**src/rtl/pixel_pkg.sv**
```systemverilog
// Shared definitions for the byte-stream to pixel unpacker.
package pixel_pkg;

  typedef enum logic [1:0] {
    MODE_RGB888   = 2'd0,
    MODE_RGBA8888 = 2'd1,
    MODE_RGB565   = 2'd2,
    MODE_RSVD     = 2'd3
  } mode_t;

  typedef enum logic {
    IDLE = 1'b0,
    RUN  = 1'b1
  } state_t;

  function automatic logic [2:0] bytes_per_pixel(input mode_t m);
    case (m)
      MODE_RGBA8888: return 3'd4;
      MODE_RGB565:   return 3'd2;
      default:       return 3'd3;
    endcase
  endfunction

endpackage

```
**src/rtl/rgb565_expand.sv**
```systemverilog
// RGB565 to RGB888 expansion; low bits replicate the top bits of each field.
module rgb565_expand (
  input  logic [15:0] i_pix,
  output logic [7:0]  o_r,
  output logic [7:0]  o_g,
  output logic [7:0]  o_b
);

  assign o_r = {i_pix[15:11], i_pix[15:13]};
  assign o_g = {i_pix[10:5],  i_pix[10:9]};
  assign o_b = {i_pix[4:0],   i_pix[4:2]};

endmodule

```
**src/rtl/pixel_unpack.sv**
```systemverilog
// Assembles a byte stream into RGB pixels and writes them to video memory
// through a single pending slot, counting pixels up to a per-frame target.
module pixel_unpack
  import pixel_pkg::*;
#(
  parameter int PIX_W = 24
) (
  input  logic             clk_sys,
  input  logic             reset_n,
  input  logic             frame_start,
  input  logic [1:0]       cfg_mode,
  input  logic [15:0]      H,
  input  logic [15:0]      V,
  input  logic [7:0]       interlaced,
  input  logic             in_valid,
  input  logic [7:0]       in_data,
  output logic             in_ready,
  input  logic             vram_ready,
  output logic             vram_req,
  output logic [7:0]       r_vram_out,
  output logic [7:0]       g_vram_out,
  output logic [7:0]       b_vram_out,
  output logic [PIX_W-1:0] pixel_count,
  output logic             frame_done,
  output logic             frame_abort,
  output logic             busy
);

  localparam logic [PIX_W-1:0] ONE = PIX_W'(1);

  state_t           r_state, w_state_next;
  mode_t            r_mode, w_mode_new;
  logic [PIX_W-1:0] r_target, w_target_new;
  logic [PIX_W-1:0] r_asm_count, r_pix_count;
  logic [1:0]       r_byte_idx;
  logic [7:0]       r_byte0, r_byte1, r_byte2;
  logic             r_pend_valid, r_frame_done, r_frame_abort;
  logic [7:0]       r_r, r_g, r_b;

  logic [31:0]      w_area;
  logic [2:0]       w_bpp;
  logic             w_last_byte, w_accept, w_complete, w_vram_req, w_last_pix;
  logic [7:0]       w_r565, w_g565, w_b565;
  logic [7:0]       w_pix_r, w_pix_g, w_pix_b;

  assign w_area       = 32'(H) * 32'(V);
  assign w_target_new = PIX_W'((interlaced != 8'd0) ? (w_area >> 1) : w_area);
  assign w_mode_new   = (cfg_mode == MODE_RSVD) ? MODE_RGB888 : mode_t'(cfg_mode);

  assign w_bpp       = bytes_per_pixel(r_mode);
  assign w_last_byte = ({1'b0, r_byte_idx} == (w_bpp - 3'd1));
  assign w_vram_req  = r_pend_valid && vram_ready;
  assign w_last_pix  = w_vram_req && (r_pix_count == (r_target - ONE));

  // A byte seen together with frame_start would be discarded by the restart,
  // so it is not acknowledged.
  assign in_ready = (r_state == RUN) && !frame_start &&
                    (r_asm_count < r_target) &&
                    !(w_last_byte && r_pend_valid && !vram_ready);

  assign w_accept   = in_valid && in_ready;
  assign w_complete = w_accept && w_last_byte;

  rgb565_expand u_rgb565 (
    .i_pix ({in_data, r_byte0}),
    .o_r   (w_r565),
    .o_g   (w_g565),
    .o_b   (w_b565)
  );

  always_comb begin
    w_pix_r = r_byte0;
    w_pix_g = r_byte1;
    w_pix_b = in_data;
    case (r_mode)
      MODE_RGBA8888: w_pix_b = r_byte2;
      MODE_RGB565: begin
        w_pix_r = w_r565;
        w_pix_g = w_g565;
        w_pix_b = w_b565;
      end
      default: ;
    endcase
  end

  always_ff @(posedge clk_sys or negedge reset_n) begin
    if (!reset_n) r_state <= IDLE;
    else          r_state <= w_state_next;
  end

  always_comb begin
    w_state_next = r_state;
    if (frame_start)
      w_state_next = (w_target_new == '0) ? IDLE : RUN;
    else if ((r_state == RUN) && w_last_pix)
      w_state_next = IDLE;
  end

  always_ff @(posedge clk_sys or negedge reset_n) begin
    if (!reset_n) begin
      r_mode        <= MODE_RGB888;
      r_target      <= '0;
      r_asm_count   <= '0;
      r_pix_count   <= '0;
      r_byte_idx    <= '0;
      r_byte0       <= '0;
      r_byte1       <= '0;
      r_byte2       <= '0;
      r_pend_valid  <= 1'b0;
      r_r           <= '0;
      r_g           <= '0;
      r_b           <= '0;
      r_frame_done  <= 1'b0;
      r_frame_abort <= 1'b0;
    end else begin
      r_frame_done  <= frame_start ? (w_target_new == '0) : w_last_pix;
      r_frame_abort <= frame_start && (r_state == RUN);
      if (frame_start) begin
        r_mode       <= w_mode_new;
        r_target     <= w_target_new;
        r_asm_count  <= '0;
        r_pix_count  <= '0;
        r_byte_idx   <= '0;
        r_pend_valid <= 1'b0;
      end else begin
        if (w_accept) begin
          if (w_last_byte) begin
            r_byte_idx  <= '0;
            r_asm_count <= r_asm_count + ONE;
            r_r         <= w_pix_r;
            r_g         <= w_pix_g;
            r_b         <= w_pix_b;
          end else begin
            r_byte_idx <= r_byte_idx + 2'd1;
            case (r_byte_idx)
              2'd0:    r_byte0 <= in_data;
              2'd1:    r_byte1 <= in_data;
              default: r_byte2 <= in_data;
            endcase
          end
        end
        // A pixel completing on the drain edge reloads the slot.
        if (w_complete)      r_pend_valid <= 1'b1;
        else if (w_vram_req) r_pend_valid <= 1'b0;
        if (w_vram_req) r_pix_count <= r_pix_count + ONE;
      end
    end
  end

  assign vram_req    = w_vram_req;
  assign r_vram_out  = r_r;
  assign g_vram_out  = r_g;
  assign b_vram_out  = r_b;
  assign pixel_count = r_pix_count;
  assign frame_done  = r_frame_done;
  assign frame_abort = r_frame_abort;
  assign busy        = (r_state == RUN);

endmodule

```
**config.mk**
```make
export PLATFORM = sky130hd
export DESIGN_NAME = pixel_unpack
export DESIGN_NICKNAME = d
export VERILOG_FILES = /design/src/rtl/pixel_pkg.sv /design/src/rtl/rgb565_expand.sv /design/src/rtl/pixel_unpack.sv
export SDC_FILE = /design/constraint.sdc
export NUM_CORES = 1
export LEC_CHECK = 0
export ABC_AREA = 1
export ABC_CLOCK_PERIOD_IN_PS = 4300
export CAP_MARGIN = 5
export CORE_UTILIZATION = 56
export CTS_BUF_LIST = sky130_fd_sc_hd__clkbuf_4 sky130_fd_sc_hd__clkbuf_8
export DETAILED_ROUTE_END_ITERATION = 10
export PLACE_DENSITY = 0.74
export SETUP_SLACK_MARGIN = 0.3
export SLEW_MARGIN = 20
export SYNTH_ARGS = -nofsm -noshare
export SYNTH_HDL_FRONTEND = slang
export SYNTH_SLANG_ARGS = --single-unit
```
**constraint.sdc**
```tcl
create_clock -name clk_sys -period 4.3 [get_ports clk_sys]
set_input_delay 0.43 -clock clk_sys [delete_from_list [all_inputs] [get_ports clk_sys]]
set_output_delay 0.43 -clock clk_sys [all_outputs]
set_load 0.005 [all_outputs]
```
==> summary.md, run 1 <==
| Metric | Value |
|---|---|
| Outcome | `complete, but fails checks` |
| Failing checks | `setup timing` |
| Pin count of the biggest net entering global routing | `95` |
| Clock Root Buffer | `clkbuf_8` |
| Cell type of the slowest stage on the worst timing path | `fa_2` |
| Routability-driven placement congestion ratio | `0.9274` |
| Min cycle time layout | `5.516 ns` |
| WL/cell | `15.71 um` |
| Clock buffer depth | `2` |
| Final setup violation count | `19` |
| Worst path bufs/invs | `8` |
| Mapped Nets | `2,558` |
| Total routed wirelength | `~45,000 um` |
| Post-route setup slack | `-1.216 ns` |
| F_max | `181.3 MHz` |
| Family with the most delay on the worst path | `adder cells` |
| Reg-to-reg critical path endpoint | `b_vram_out[2]` |
| Detailed Routing Iterations Pass 1 | `5` |
| Seq cells post-synth | `about 130` |
| Post-synthesis cell area | `15,980 sq um` |
| Critical Path Start | `V[5]` |
| CTS tree | `built` |
| Die Y | `170.9 um` |
| Arr. time, crit path | `between 5 and 6 ns` |
| Hold Path Class | `input port to async pin` |
| Io pins | `around 110` |
| Worst skew pair latency | `approximately 0.46 ns` |
| Final hold violations | `0` |
| Post-synthesis cell type count | `48` |
| Final period util | `128.3%` |
| Crit path launch type | `input port` |
| Worst reg2reg setup slack | `approximately 1.2 ns` |
| Top cell by count, worst path | `nand2_2` |
| Initial Util | `57.19%` |
| Slowest Stage Delay on Critical Path | `0.57 ns` |
| Num CTS Buffers | `17` |
| First-pass GRT wire length | `74,110 um` |
| GRT Util Overall | `32.11%` |
| FILL cells | `between 2,000 and 2,500` |
| Num rows | `61` |
| Clock Skew | `about 0.017 ns` |
| Via density | `5.337` |
| N_diodes | `0` |
| GRT overflow | `0` |
| Final setup TNS | `-16.29 ns` |
| Drt first-iter violations | `roughly 1,300` |
| Mapped Avg Cell Area | `7.177 sq um` |
| Worst Path Required | `roughly 4.6 ns` |
| # hold bufs at CTS | `0` |
| DIE AREA | `29,210 sq um` |
| Port bufs | `between 100 and 150` |
| RSZ-0062 raised after global routing | `yes` |
| Cells after Synth | `2,226` |
| Vias in the first global route | `15,550` |
| Die width | `170.9 um` |
| Warnings, synthesis | `0` |
| DP Wirelength | `~33,000 um` |
| Core area | `between 20,000 and 30,000 sq um` |
| Max-slew violations | `0` |
| ANT nets after route | `0` |
| EDFF count, synth | `0` |
| WS Path Type | `input port to flop` |
| Critical Path End Type | `flop` |
| FF-to-FF path depth | `11` |
| Worst Path Max Fanout | `5` |
| Worst relative slew slack | `about two fifths` |
| Sequential share of the synthesized area | `20.05%` |
| DRC viols | `0` |
| Area growth, synth to finish | `29.07%` |
| # clock sinks | `about 130` |
| Share of layout cells above drive strength 1 | `23.20%` |
| Htree depth | `4` |
| Core Util, Final | `73.82%` |
| Worst slack, placed | `-1.998 ns` |
| Worst reg2reg startpoint | `r_target[11]` |
| Via count | `15,430` |
| Clock slew at reported path FFs | `approximately 0.090 ns` |
| MaxCap Viol Count | `0` |
| Top FF cell, synth | `dfrtp_1` |
| Slew of the pin with the lowest slew margin | `0.9184 ns` |
| Initial antenna violation count | `0` |
| Nets | `between 2,000 and 3,000` |
| FFs w/ async S/R, synth | `100.0%` |
worst max-delay path by stage:
| stage | depth (start not counted) | endpoint |
|---|---|---|
| after floorplan | 31 | busy |
| after global placement | 31 | busy |
| after detailed placement | 27 | busy |
| after CTS | 30 | busy |
| after global routing | 32 | busy |
| final | 32 | busy |
cells in the mapped netlist (4+ instances only):
master / number / area, sq um
nor3_1: 15 / 75.07
a21oi_1: 52 / 260.3
nand4_1: 25 / 156.4
nand3_1: 123 / 615.6
nor2_1: 123 / 461.7
a31oi_1: 6 / 37.54
mux2i_1: 11 / 110.1
fa_1: 175 / 3503
xnor2_1: 18 / 157.7
nor4_1: 7 / 43.79
nand2_1: 626 / 2350
nand3b_1: 7 / 52.55
xor2_1: 41 / 359.1
buf_6: 7 / 78.83
dfrtp_1: 128 / 3203
clkbuf_1: 72 / 270.3
nor3_2: 5 / 50.05
ha_1: 102 / 1276
o21ai_1: 25 / 125.1
inv_1: 502 / 1884
nor2_2: 4 / 25.02
o21ai_0: 109 / 545.5
buf_2: 5 / 25.02
layout make-up:
type	count	area, sq um	share of cell area (%)
Clock buffer	17	234.0	1.135
Clock inverter	15	186.4	0.9041
Inverter	507	1913	9.278
Multi-Input combinational cell	1503	11440	55.46
Sequential cell	128	3203	15.53
Tap cell	378	473.0	2.294
Timing Repair Buffer	343	3174	15.39
through the flow:
stage	instance area [sq um]	std cells	hold slack (ns)
6_report	20620	2891	0.008993
5_1_grt	20620	2891	0.03659
4_1_cts	20150	2860	0.01002
3_5_place_dp	18640	2769	0.4769
3_3_place_gp	18640	2769	0.4660
2_1_floorplan	16710	2226	0.1344
layout by cell type, fill, tap and decap left out, drive strengths merged, types with 2 or more instances in the layout:
cell / count
nand2: 627
inv: 516
buf: 258
fa: 175
o21ai: 134
dfrtp: 128
nor2: 128
nand3: 125
ha: 102
clkdlybuf4s50: 75
a21oi: 52
xor2: 41
nand4: 26
clkbuf: 25
nor3: 21
xnor2: 19
mux2i: 11
nor4: 7
nand3b: 7
a31oi: 6
clkinv: 4
a21o: 3
o211ai: 3
o21a: 2
or2: 2
and3: 2
and2: 2
a22o: 2
per-layer routing:
layer	GRT usage (%)	wire [um]	vias up	share of wire, %
met4	10.56	1515	0	3.3
met1	42.11	18710	7427	41
met3	5.158	3201	123	7.0
li1	-	-	7264	-
met2	54.20	22000	614	48
met5	0	0	-	0
worst register-to-register path: stages (launching register included):
cell and delay [ns]:
dfrtp_1 0.52, inv_1 0.14, ha_1 0.33, a21oi_1 0.18
o21ai_0 0.12, nand2_1 0.07, o211ai_1 0.10, a21oi_1 0.22
nand4_2 0.17, nor2_4 0.24, nand2_4 0.48, o21ai_0 0.42
what timing repair did:
action | in CTS | in global routing
resized for setup | 309 | 128
setup buffers | 50 | 31
endpoints found under the setup margin | 22 | 22
pin swaps | 127 | 80
endpoints found under the hold margin | 0 | 0
cloned | 9 | 0
sequential cells by signal (all words and copies together) (netlist names):
signal and cells:
b_vram_out 8, busy 1, frame_abort 1, frame_done 1, g_vram_out 8, pixel_count 24, r_asm_count 24, r_byte0 8
r_byte1 8, r_byte2 8, r_byte_idx 2, r_mode 2, r_pend_valid 1, r_target 24, r_vram_out 8
kinds of logic (layout without fill, tap and decap cells):
logic type	after synthesis	count (layout)	synth area share (%)
fa+ha+maj	277	277	29.92
buf+inv	595	882	14.47
xor+xnor	60	60	3.336
mux	11	11	0.6893
compound gates	207	207	6.830
flops	128	128	20.05
simple gates	948	948	24.71
Power of run 1 is left out: the tool's default activity adds up to more than one toggle a clock period on the data nets, which glitch-free logic cannot reach.
==> run 2, diff against run 1 <==
--- a/config.mk
+++ b/config.mk
@@ -12,7 +12,7 @@
 export CTS_BUF_LIST = sky130_fd_sc_hd__clkbuf_4 sky130_fd_sc_hd__clkbuf_8
 export DETAILED_ROUTE_END_ITERATION = 10
 export PLACE_DENSITY = 0.74
-export SETUP_SLACK_MARGIN = 0.3
+export SETUP_SLACK_MARGIN = 0.05
 export SLEW_MARGIN = 20
 export SYNTH_ARGS = -nofsm -noshare
 export SYNTH_HDL_FRONTEND = slang
==> run 2 against run 1 <==
The flow still finishes with violations (setup timing). Maximum frequency increased by 4.5%. Register-to-register slack improved by 0.06 ns. Via count decreased by 1.4%. Sequential cell count unchanged. Hold slack improved by 0.079 ns. Die area unchanged. Sequential share of layout area increased by 0.16 points. Critical path type unchanged. Largest cell class unchanged.
==> summary.md, run 2 (synthesis results as in run 1) <==
| Metric | Value |
|---|---|
| Worst Path Required | `4.65 ns (was 4.64 ns)` |
| Detailed Routing Iterations Pass 1 | `9 (was 5)` |
| GRT overflow | `0 (unchanged)` |
| Hold slack final | `0.08800 ns (was 0.008993 ns)` |
| DIE AREA | `29,210 sq um (unchanged)` |
| Initial antenna violation count | `0 (unchanged)` |
| Worst path bufs/invs | `9 (was 8)` |
| Htree depth | `4 (unchanged)` |
| Grt met3 use | `4.279% (was 5.158%)` |
| DP Wirelength | `33,270 um (was 33,340 um)` |
| Total routed wirelength | `44,460 um (was 45,430 um)` |
| Placed cells | `2,766 (was 2,769)` |
| Post-route setup slack | `-0.9788 ns (was -1.216 ns)` |
| Clock Skew | `0.01419 ns (was 0.01680 ns)` |
| Critical Path End Type | `flop (unchanged)` |
| Commonest non-fill, non-tap cell in the layout | `nand2_1 (unchanged)` |
| Pin count of the biggest net entering global routing | `95 (unchanged)` |
| Worst skew pair latency | `0.46 ns (about the same)` |
| Final setup violation count | `20 (was 19)` |
| Min cycle time layout | `5.279 ns (was 5.516 ns)` |
| N_diodes | `0 (unchanged)` |
| MaxCap Viol Count | `0 (unchanged)` |
| Max-slew violations | `0 (unchanged)` |
| Slowest Stage Delay on Critical Path | `0.58 ns (was 0.57 ns)` |
| Worst relative slew slack | `36.73% (was 38.68%)` |
| Clock Root Buffer | `clkbuf_8 (unchanged)` |
| Share of layout cells above drive strength 1 | `22.52% (was 23.20%)` |
| GR Layer Usage met2 | `53.56% (was 54.20%)` |
| Area of the multi-input gates | `11,510 sq um (was 11,440 sq um)` |
| Worst Path Max Fanout | `5 (unchanged)` |
| Nets | `2,801 (was 2,832)` |
| FILL cells | `2,182 (was 2,106)` |
| Io pins | `108 (unchanged)` |
| Slew of the pin with the lowest slew margin | `0.9491 ns (was 0.9184 ns)` |
| Via density | `5.318 (was 5.337)` |
| WS Path Type | `input port to flop (unchanged)` |
| Top cell by count, worst path | `fa_1 (was nand2_2)` |
| Met1 global-route usage | `41.65% (was 42.11%)` |
| Die Y | `170.9 um (unchanged)` |
| Num rows | `61 (unchanged)` |
| ANT nets after route | `0 (unchanged)` |
| RSZ-0062 raised after global routing | `yes (unchanged)` |
| Vias in the first global route | `15,310 (was 15,550)` |
| Initial Util | `57.19% (unchanged)` |
| Failing checks | `setup timing (unchanged)` |
| Clock slew at reported path FFs | `0.08 ns (was 0.09 ns)` |
| Via count | `15,210 (was 15,430)` |
| Worst reg2reg setup slack | `1.28 ns (was 1.22 ns)` |
| Storage cell area | `3203 sq um (unchanged)` |
| Area growth, synth to finish | `27.79% (was 29.07%)` |
| Crit path launch type | `input port (unchanged)` |
| # clock sinks | `128 (unchanged)` |
| Port bufs | `107 (unchanged)` |
| CTS tree | `built (unchanged)` |
| Post-route insts no fill | `2,860 (was 2,891)` |
| Routability-driven placement congestion ratio | `0.9505 (was 0.9274)` |
| F_max | `189.4 MHz (was 181.3 MHz)` |
| Die width | `170.9 um (unchanged)` |
| Hold Path Class | `input port to async pin (unchanged)` |
| Clock buffer depth | `2 (unchanged)` |
| Final period util | `122.8% (was 128.3%)` |
| Final hold violations | `0 (unchanged)` |
| Outcome | `complete, but fails checks (unchanged)` |
| Arr. time, crit path | `5.63 ns (was 5.85 ns)` |
| Drt first-iter violations | `1,028 (was 1,315)` |
| Core Util, Final | `73.08% (was 73.82%)` |
| GRT Util Overall | `31.50% (was 32.11%)` |
| Core area | `27,930 sq um (unchanged)` |
| # hold bufs at CTS | `0 (unchanged)` |
| WL/cell | `15.55 um (was 15.71 um)` |
| DRC viols | `0 (unchanged)` |
| Num CTS Buffers | `17 (unchanged)` |
| Final setup TNS | `-12.65 ns (was -16.29 ns)` |
| Global route hottest layer | `met2 (unchanged)` |
| Leading cell types in the layout, fill and taps excluded | `525 x nand2_1, 445 x inv_1, 155 x fa_1, 155 x buf_4, 128 x dfrtp_1 (was 527 x nand2_1, 439 x inv_1, 171 x buf_4)` |
| Family with the most delay on the worst path | `adder cells (unchanged)` |
| First-pass GRT wire length | `72,630 um (was 74,110 um)` |
| Cell type of the slowest stage on the worst timing path | `fa_1 (was fa_2)` |
## run 2: cell types whose count changed in the layout (fill, tap and decap cells not counted), sizes merged
cell / previous run / this run
dlygate4sd2: 1 / 0
clkbuf: 25 / 22
clkinvlp: 1 / 2
bufinv: 1 / 2
clkinv: 4 / 8
inv: 516 / 507
clkdlybuf4s15: 1 / 4
buf: 258 / 231
## run 2: path summary, 6_finish.rpt
kind,cells after the start,startpoint,endpoint
hold reg to reg,2,r_byte2[0],r_byte2[0]
min in group clk_sys,2,r_byte2[0],r_byte2[0]
setup reg to reg,11,r_target[11],g_vram_out[4]
max in group asynchronous,2,reset_n,r_asm_count[6]
setup / recovery,29,V[9],busy
hold / removal,1,reset_n,pixel_count[17]
## run 2: cell type report
type,instances,share of cell area [%]
Clock buffer,20,1.318
Clock inverter,12,0.6558
Inverter,507,9.383
Multi-Input combinational cell,1503,56.39
Sequential cell,128,15.69
Tap cell,378,2.317
Timing Repair Buffer,312,14.25
## run 2: metrics by stage
stage / setup slack [ns] / instance area (sq um)
2_1_floorplan: -1.070 / 16680
3_3_place_gp: -1.882 / 18600
3_5_place_dp: -1.941 / 18600
4_1_cts: -0.9774 / 19880
5_1_grt: -1.193 / 20410
6_report: -0.9788 / 20410
## run 2: routing by layer
metal | routed length [um] | up-vias
met3 | 2932 | 121
met2 | 21440 | 583
met1 | 18800 | 7293
li1 | - | 7213
met5 | 0 | -
met4 | 1293 | 0
## run 2: repair_timing
item                                    4_1_cts  5_1_grt
resized for setup                           293      166
endpoints found under the setup margin       21       21
gates cloned                                  8        1
pin swaps                                   137      113
buffers inserted                             45       14
Power of run 2 is left out for the same reason.
==> run 3, diff against run 2 <==
--- a/config.mk
+++ b/config.mk
@@ -8,10 +8,12 @@
 export ABC_AREA = 1
 export ABC_CLOCK_PERIOD_IN_PS = 4300
 export CAP_MARGIN = 5
-export CORE_UTILIZATION = 56
+export CELL_PAD_IN_SITES_DETAIL_PLACEMENT = 1
+export CELL_PAD_IN_SITES_GLOBAL_PLACEMENT = 1
+export CORE_UTILIZATION = 49
 export CTS_BUF_LIST = sky130_fd_sc_hd__clkbuf_4 sky130_fd_sc_hd__clkbuf_8
 export DETAILED_ROUTE_END_ITERATION = 10
-export PLACE_DENSITY = 0.74
+export PLACE_DENSITY = 0.87
 export SETUP_SLACK_MARGIN = 0.05
 export SLEW_MARGIN = 20
 export SYNTH_ARGS = -nofsm -noshare
==> run 3 against run 2 <==
The run now fails in global routing (5_1_grt). Synthesized cell count did not move. Synthesized area did not move.
==> summary.md, run 3 <==
| Metric | Value |
|---|---|
| Outcome | `did not finish (was complete, but fails checks)` |
| Stopping stage | `global routing (5_1_grt)` |
| Error Message | `[ERROR GRT-0232] Routing congestion too high. Check the congestion heatmap in the GUI.` |
| Worst ep type | `sequential cell input` |
| Seq cells post-synth | `128 (unchanged)` |
| Initial Util | `50.24% (was 57.19%)` |
| Pin count of the biggest net entering global routing | `95` |
| Mapped Avg Cell Area | `7.177 sq um (unchanged)` |
| Top FF cell, synth | `dfrtp_1 (unchanged)` |
| Area share of the leading cell type in the synthesized netlist | `21.93% (unchanged)` |
| Num rows | `65 (was 61)` |
| EDFF count, synth | `0 (unchanged)` |
| Top area cells in the synthesized netlist | `fa_1 22%, dfrtp_1 20%, nand2_1 15% (unchanged)` |
| Num CTS Buffers | `17 (unchanged)` |
| FFs w/ async S/R, synth | `100.0% (unchanged)` |
| # hold bufs at CTS | `0 (unchanged)` |
| Io pins | `108 (unchanged)` |
| Post-synthesis cell area | `15,980 sq um (unchanged)` |
| GRT overflow | `26` |
| Mapped Nets | `2,558 (unchanged)` |
| Clock Root Buffer | `clkbuf_8 (unchanged)` |
| Routability-driven placement congestion ratio | `0.9227 (was 0.9505)` |
| Initial antenna violation count | `6` |
| # clock sinks | `128 (unchanged)` |
| Clock buffer depth | `2 (unchanged)` |
| Die width | `182.6 um (was 170.9 um)` |
| Post-synthesis cell type count | `48 (unchanged)` |
| Worst EP post-GRT repair | `busy$_DFFE_PN0P_/D` |
| DP Wirelength | `43,750 um (was 33,270 um)` |
| Port bufs | `107 (unchanged)` |
| Warnings, synthesis | `0 (unchanged)` |
| Die Y | `182.6 um (was 170.9 um)` |
| Htree depth | `4 (unchanged)` |
| Synth top cells by count | `626 x nand2_1, 502 x inv_1, 175 x fa_1, 128 x dfrtp_1 (unchanged)` |
| Post-synth top area cell | `fa_1 (unchanged)` |
| Sequential share of the synthesized area | `20.05% (unchanged)` |
| Cells after Synth | `2,226 (unchanged)` |
| Most common cell in the netlist | `nand2_1 (unchanged)` |
| GRT Util Overall | `72.76%` |
-- run 3: cell counts after synthesis --
Identical to the previous run, type by type.
-- run 3: metrics by stage --
step	area (sq um)	setup slack, ns	hold slack (ns)	cells
after floorplan	16680	-1.070	0.1344	2226
after global placement	18710	-2.176	0.4668	2830
after CTS	20180	-1.210	0.08294	2918
after detailed placement	18710	-2.431	0.4779	2830
-- run 3: routing by layer --
layer / GRT overflow / track usage, %
met5: 0 / 22.22
met4: 12 / 71.53
met3: 1 / 58.87
met2: 13 / 90.78
met1: 0 / 71.39
-- run 3: timing repair --
| action | in CTS |
|---|---|
| gates cloned | 5 |
| setup endpoints to repair | 22 |
| resized for setup | 315 |
| buffers inserted | 53 |
| pin swaps | 129 |
-- run 3: kinds of logic after synthesis --
| group | count (synthesis) | share of synthesized area [%] |
|---|---|---|
| and+or+nand+nor | 948 | 24.71 |
| buffers and inverters | 595 | 14.47 |
| muxes | 11 | 0.6893 |
| xor gates and xnor gates | 60 | 3.336 |
| AOI/OAI and AO/OA | 207 | 6.830 |
| adders and majority gates | 277 | 29.92 |
| DFF | 128 | 20.05 |
==> run 4, diff against run 3 <==
--- a/config.mk
+++ b/config.mk
@@ -8,13 +8,9 @@
 export ABC_AREA = 1
 export ABC_CLOCK_PERIOD_IN_PS = 4300
 export CAP_MARGIN = 5
-export CELL_PAD_IN_SITES_DETAIL_PLACEMENT = 1
-export CELL_PAD_IN_SITES_GLOBAL_PLACEMENT = 1
-export CORE_UTILIZATION = 49
-export CTS_BUF_LIST = sky130_fd_sc_hd__clkbuf_4 sky130_fd_sc_hd__clkbuf_8
+export CORE_UTILIZATION = 40
 export DETAILED_ROUTE_END_ITERATION = 10
-export PLACE_DENSITY = 0.87
-export SETUP_SLACK_MARGIN = 0.05
+export PLACE_DENSITY_LB_ADDON = 0.15
 export SLEW_MARGIN = 20
 export SYNTH_ARGS = -nofsm -noshare
 export SYNTH_HDL_FRONTEND = slang
==> run 4 against run 3 <==
The flow now finishes, with violations (setup timing).
==> summary.md, run 4 (synthesis results as in run 1) <==
| Metric | Value |
|---|---|
| Failing checks | `setup timing` |
| Port bufs | `107 (unchanged)` |
| ANT nets after route | `0` |
| Worst path bufs/invs | `12` |
| DP Wirelength | `35,130 um (was 43,750 um)` |
| Hold Path Class | `input port to async pin` |
| CTS tree | `built` |
| Crit path launch type | `input port` |
| Initial Util | `40.95% (was 50.24%)` |
| Vias in the first global route | `roughly 15,000` |
| Worst reg2reg setup slack | `1.25 ns` |
| Slew of the pin with the lowest slew margin | `roughly 0.96 ns` |
| Die width | `201.8 um (was 182.6 um)` |
| First-pass GRT wire length | `75,920 um` |
| Clock Root Buffer | `clkbuf_16 (was clkbuf_8)` |
| Family with the most delay on the worst path | `adder cells` |
| Via count | `14,680` |
| Arr. time, crit path | `5.77 ns` |
| Cell type of the slowest stage on the worst timing path | `fa_1` |
| GRT overflow | `0` |
| Worst relative slew slack | `36.28%` |
| Num CTS Buffers | `17 (unchanged)` |
| Top sig layer | `met4` |
| DIE AREA | `between 40,000 and 50,000 sq um` |
| Min cycle time layout | `5.414 ns` |
| Final period util | `125.9%` |
| Commonest non-fill, non-tap cell in the layout | `nand2_1` |
| Worst Path Max Fanout | `5` |
| FILL cells | `between 3,000 and 4,000` |
| Critical Path End Type | `flop` |
| Clock buffer depth | `2 (unchanged)` |
| Htree depth | `4 (unchanged)` |
| Num rows | `72 (was 65)` |
| MaxCap Viol Count | `0` |
| Share of layout cells above drive strength 1 | `23.85%` |
| Final setup TNS | `-14.95 ns` |
| Die Y | `201.8 um (was 182.6 um)` |
| Placed cells | `2,910 (was 2,830)` |
| Clock Skew | `just over 0.008 ns` |
| Detailed Routing Iterations Pass 1 | `5` |
| RSZ-0062 raised after global routing | `yes` |
| Total routed wirelength | `44,950 um` |
| Nets | `2,812` |
| N_diodes | `0` |
| GRT Util Overall | `23.04%` |
| Final hold violations | `0` |
| Max-slew violations | `0` |
| Drt first-iter violations | `868` |
| Post-route insts no fill | `3,009` |
| Routability-driven placement congestion ratio | `0.9151 (was 0.9227)` |
| DRC viols | `0` |
| WL/cell | `~15 um` |
| Worst skew pair latency | `about 0.42 ns` |
| WS Path Type | `input port to flop` |
| Outcome | `complete, but fails checks (was did not finish)` |
| Pin count of the biggest net entering global routing | `79` |
| Slowest Stage Delay on Critical Path | `roughly 0.55 ns` |
| Met2 wire length | `21,730 um` |
| F_max | `around 180 MHz` |
| Via density | `4.877` |
| Core area | `about 39,000 sq um` |
| Post-route setup slack | `-1.114 ns` |
| Final setup violation count | `21` |
| WL met1 | `between 20,000 and 25,000 um` |
| Leading cell types in the layout, fill and taps excluded | `518 x nand2_1, 427 x inv_1, 153 x fa_1` |
| Io pins | `108 (unchanged)` |
| Met3 Wirelength | `1557 um` |
| Worst Path Required | `roughly 4.7 ns` |
| Core Util, Final | `53.97%` |
| Area growth, synth to finish | `31.79%` |
| Clock slew at reported path FFs | `0.06 ns` |
| Initial antenna violation count | `0` |
| # clock sinks | `128 (unchanged)` |
[run 4: worst paths after layout]
| check | start | to | cells after the start |
|---|---|---|---|
| worst max-delay path | H[9] | frame_done | 31 |
| worst min-delay path | reset_n | pixel_count[6] | 1 |
| worst max register to register | r_target[11] | g_vram_out[1] | 13 |
| worst min register to register | r_byte2[5] | r_byte2[5] | 2 |
| max in group asynchronous | reset_n | r_target[14] | 2 |
| min in group clk_sys | r_byte2[5] | r_byte2[5] | 2 |
[run 4: area by class of cell]
cell class | count | area [sq um] | area share [%]
Timing Repair Buffer | 323 | 3015 | 14.32
Multi-Input combinational cell | 1503 | 11650 | 55.34
Tap cell | 518 | 648.1 | 3.078
Clock inverter | 9 | 132.6 | 0.6299
Sequential cell | 128 | 3203 | 15.21
Inverter | 507 | 1923 | 9.134
Clock buffer | 21 | 480.5 | 2.282
[run 4: metrics by stage]
stage	hold slack (ns)	instance area (sq um)	setup WS, ns
global placement	0.4674	18820	-2.186
global route	0.1094	21050	-1.334
detailed placement	0.4738	18820	-2.192
finish	0.04235	21050	-1.114
floorplan	0.1344	16670	-1.070
CTS	0.07249	20400	-1.157
[run 4: repair_timing]
item / 4_1_cts / 5_1_grt
hold buffers: 0 / 0
buffers inserted: 49 / 25
gates cloned: 7 / 0
pin swaps: 112 / 158
setup endpoints to repair: 22 / 21
resized for setup: 268 / 247
[run 4: layer usage]
metal | vias to the layer above | global-route usage, %
met5 | - | 0
met4 | 0 | 4.464
met3 | 57 | 2.628
met2 | 265 | 38.99
met1 | 7132 | 31.81
li1 | 7221 | -
[run 4: worst register-to-register path, cell delays in order (launching register included)]
cell and delay, ns:
dfrtp_1 0.56, inv_1 0.09, ha_1 0.32, a21oi_1 0.15, o21ai_0 0.10, nand2_1 0.07
o211ai_1 0.10, a21oi_1 0.22, nand4_2 0.19, nor2_4 0.27, nand2_4 0.38, buf_12 0.31
nand2_1 0.08, o21ai_0 0.09
Power of run 4 is left out for the same reason.
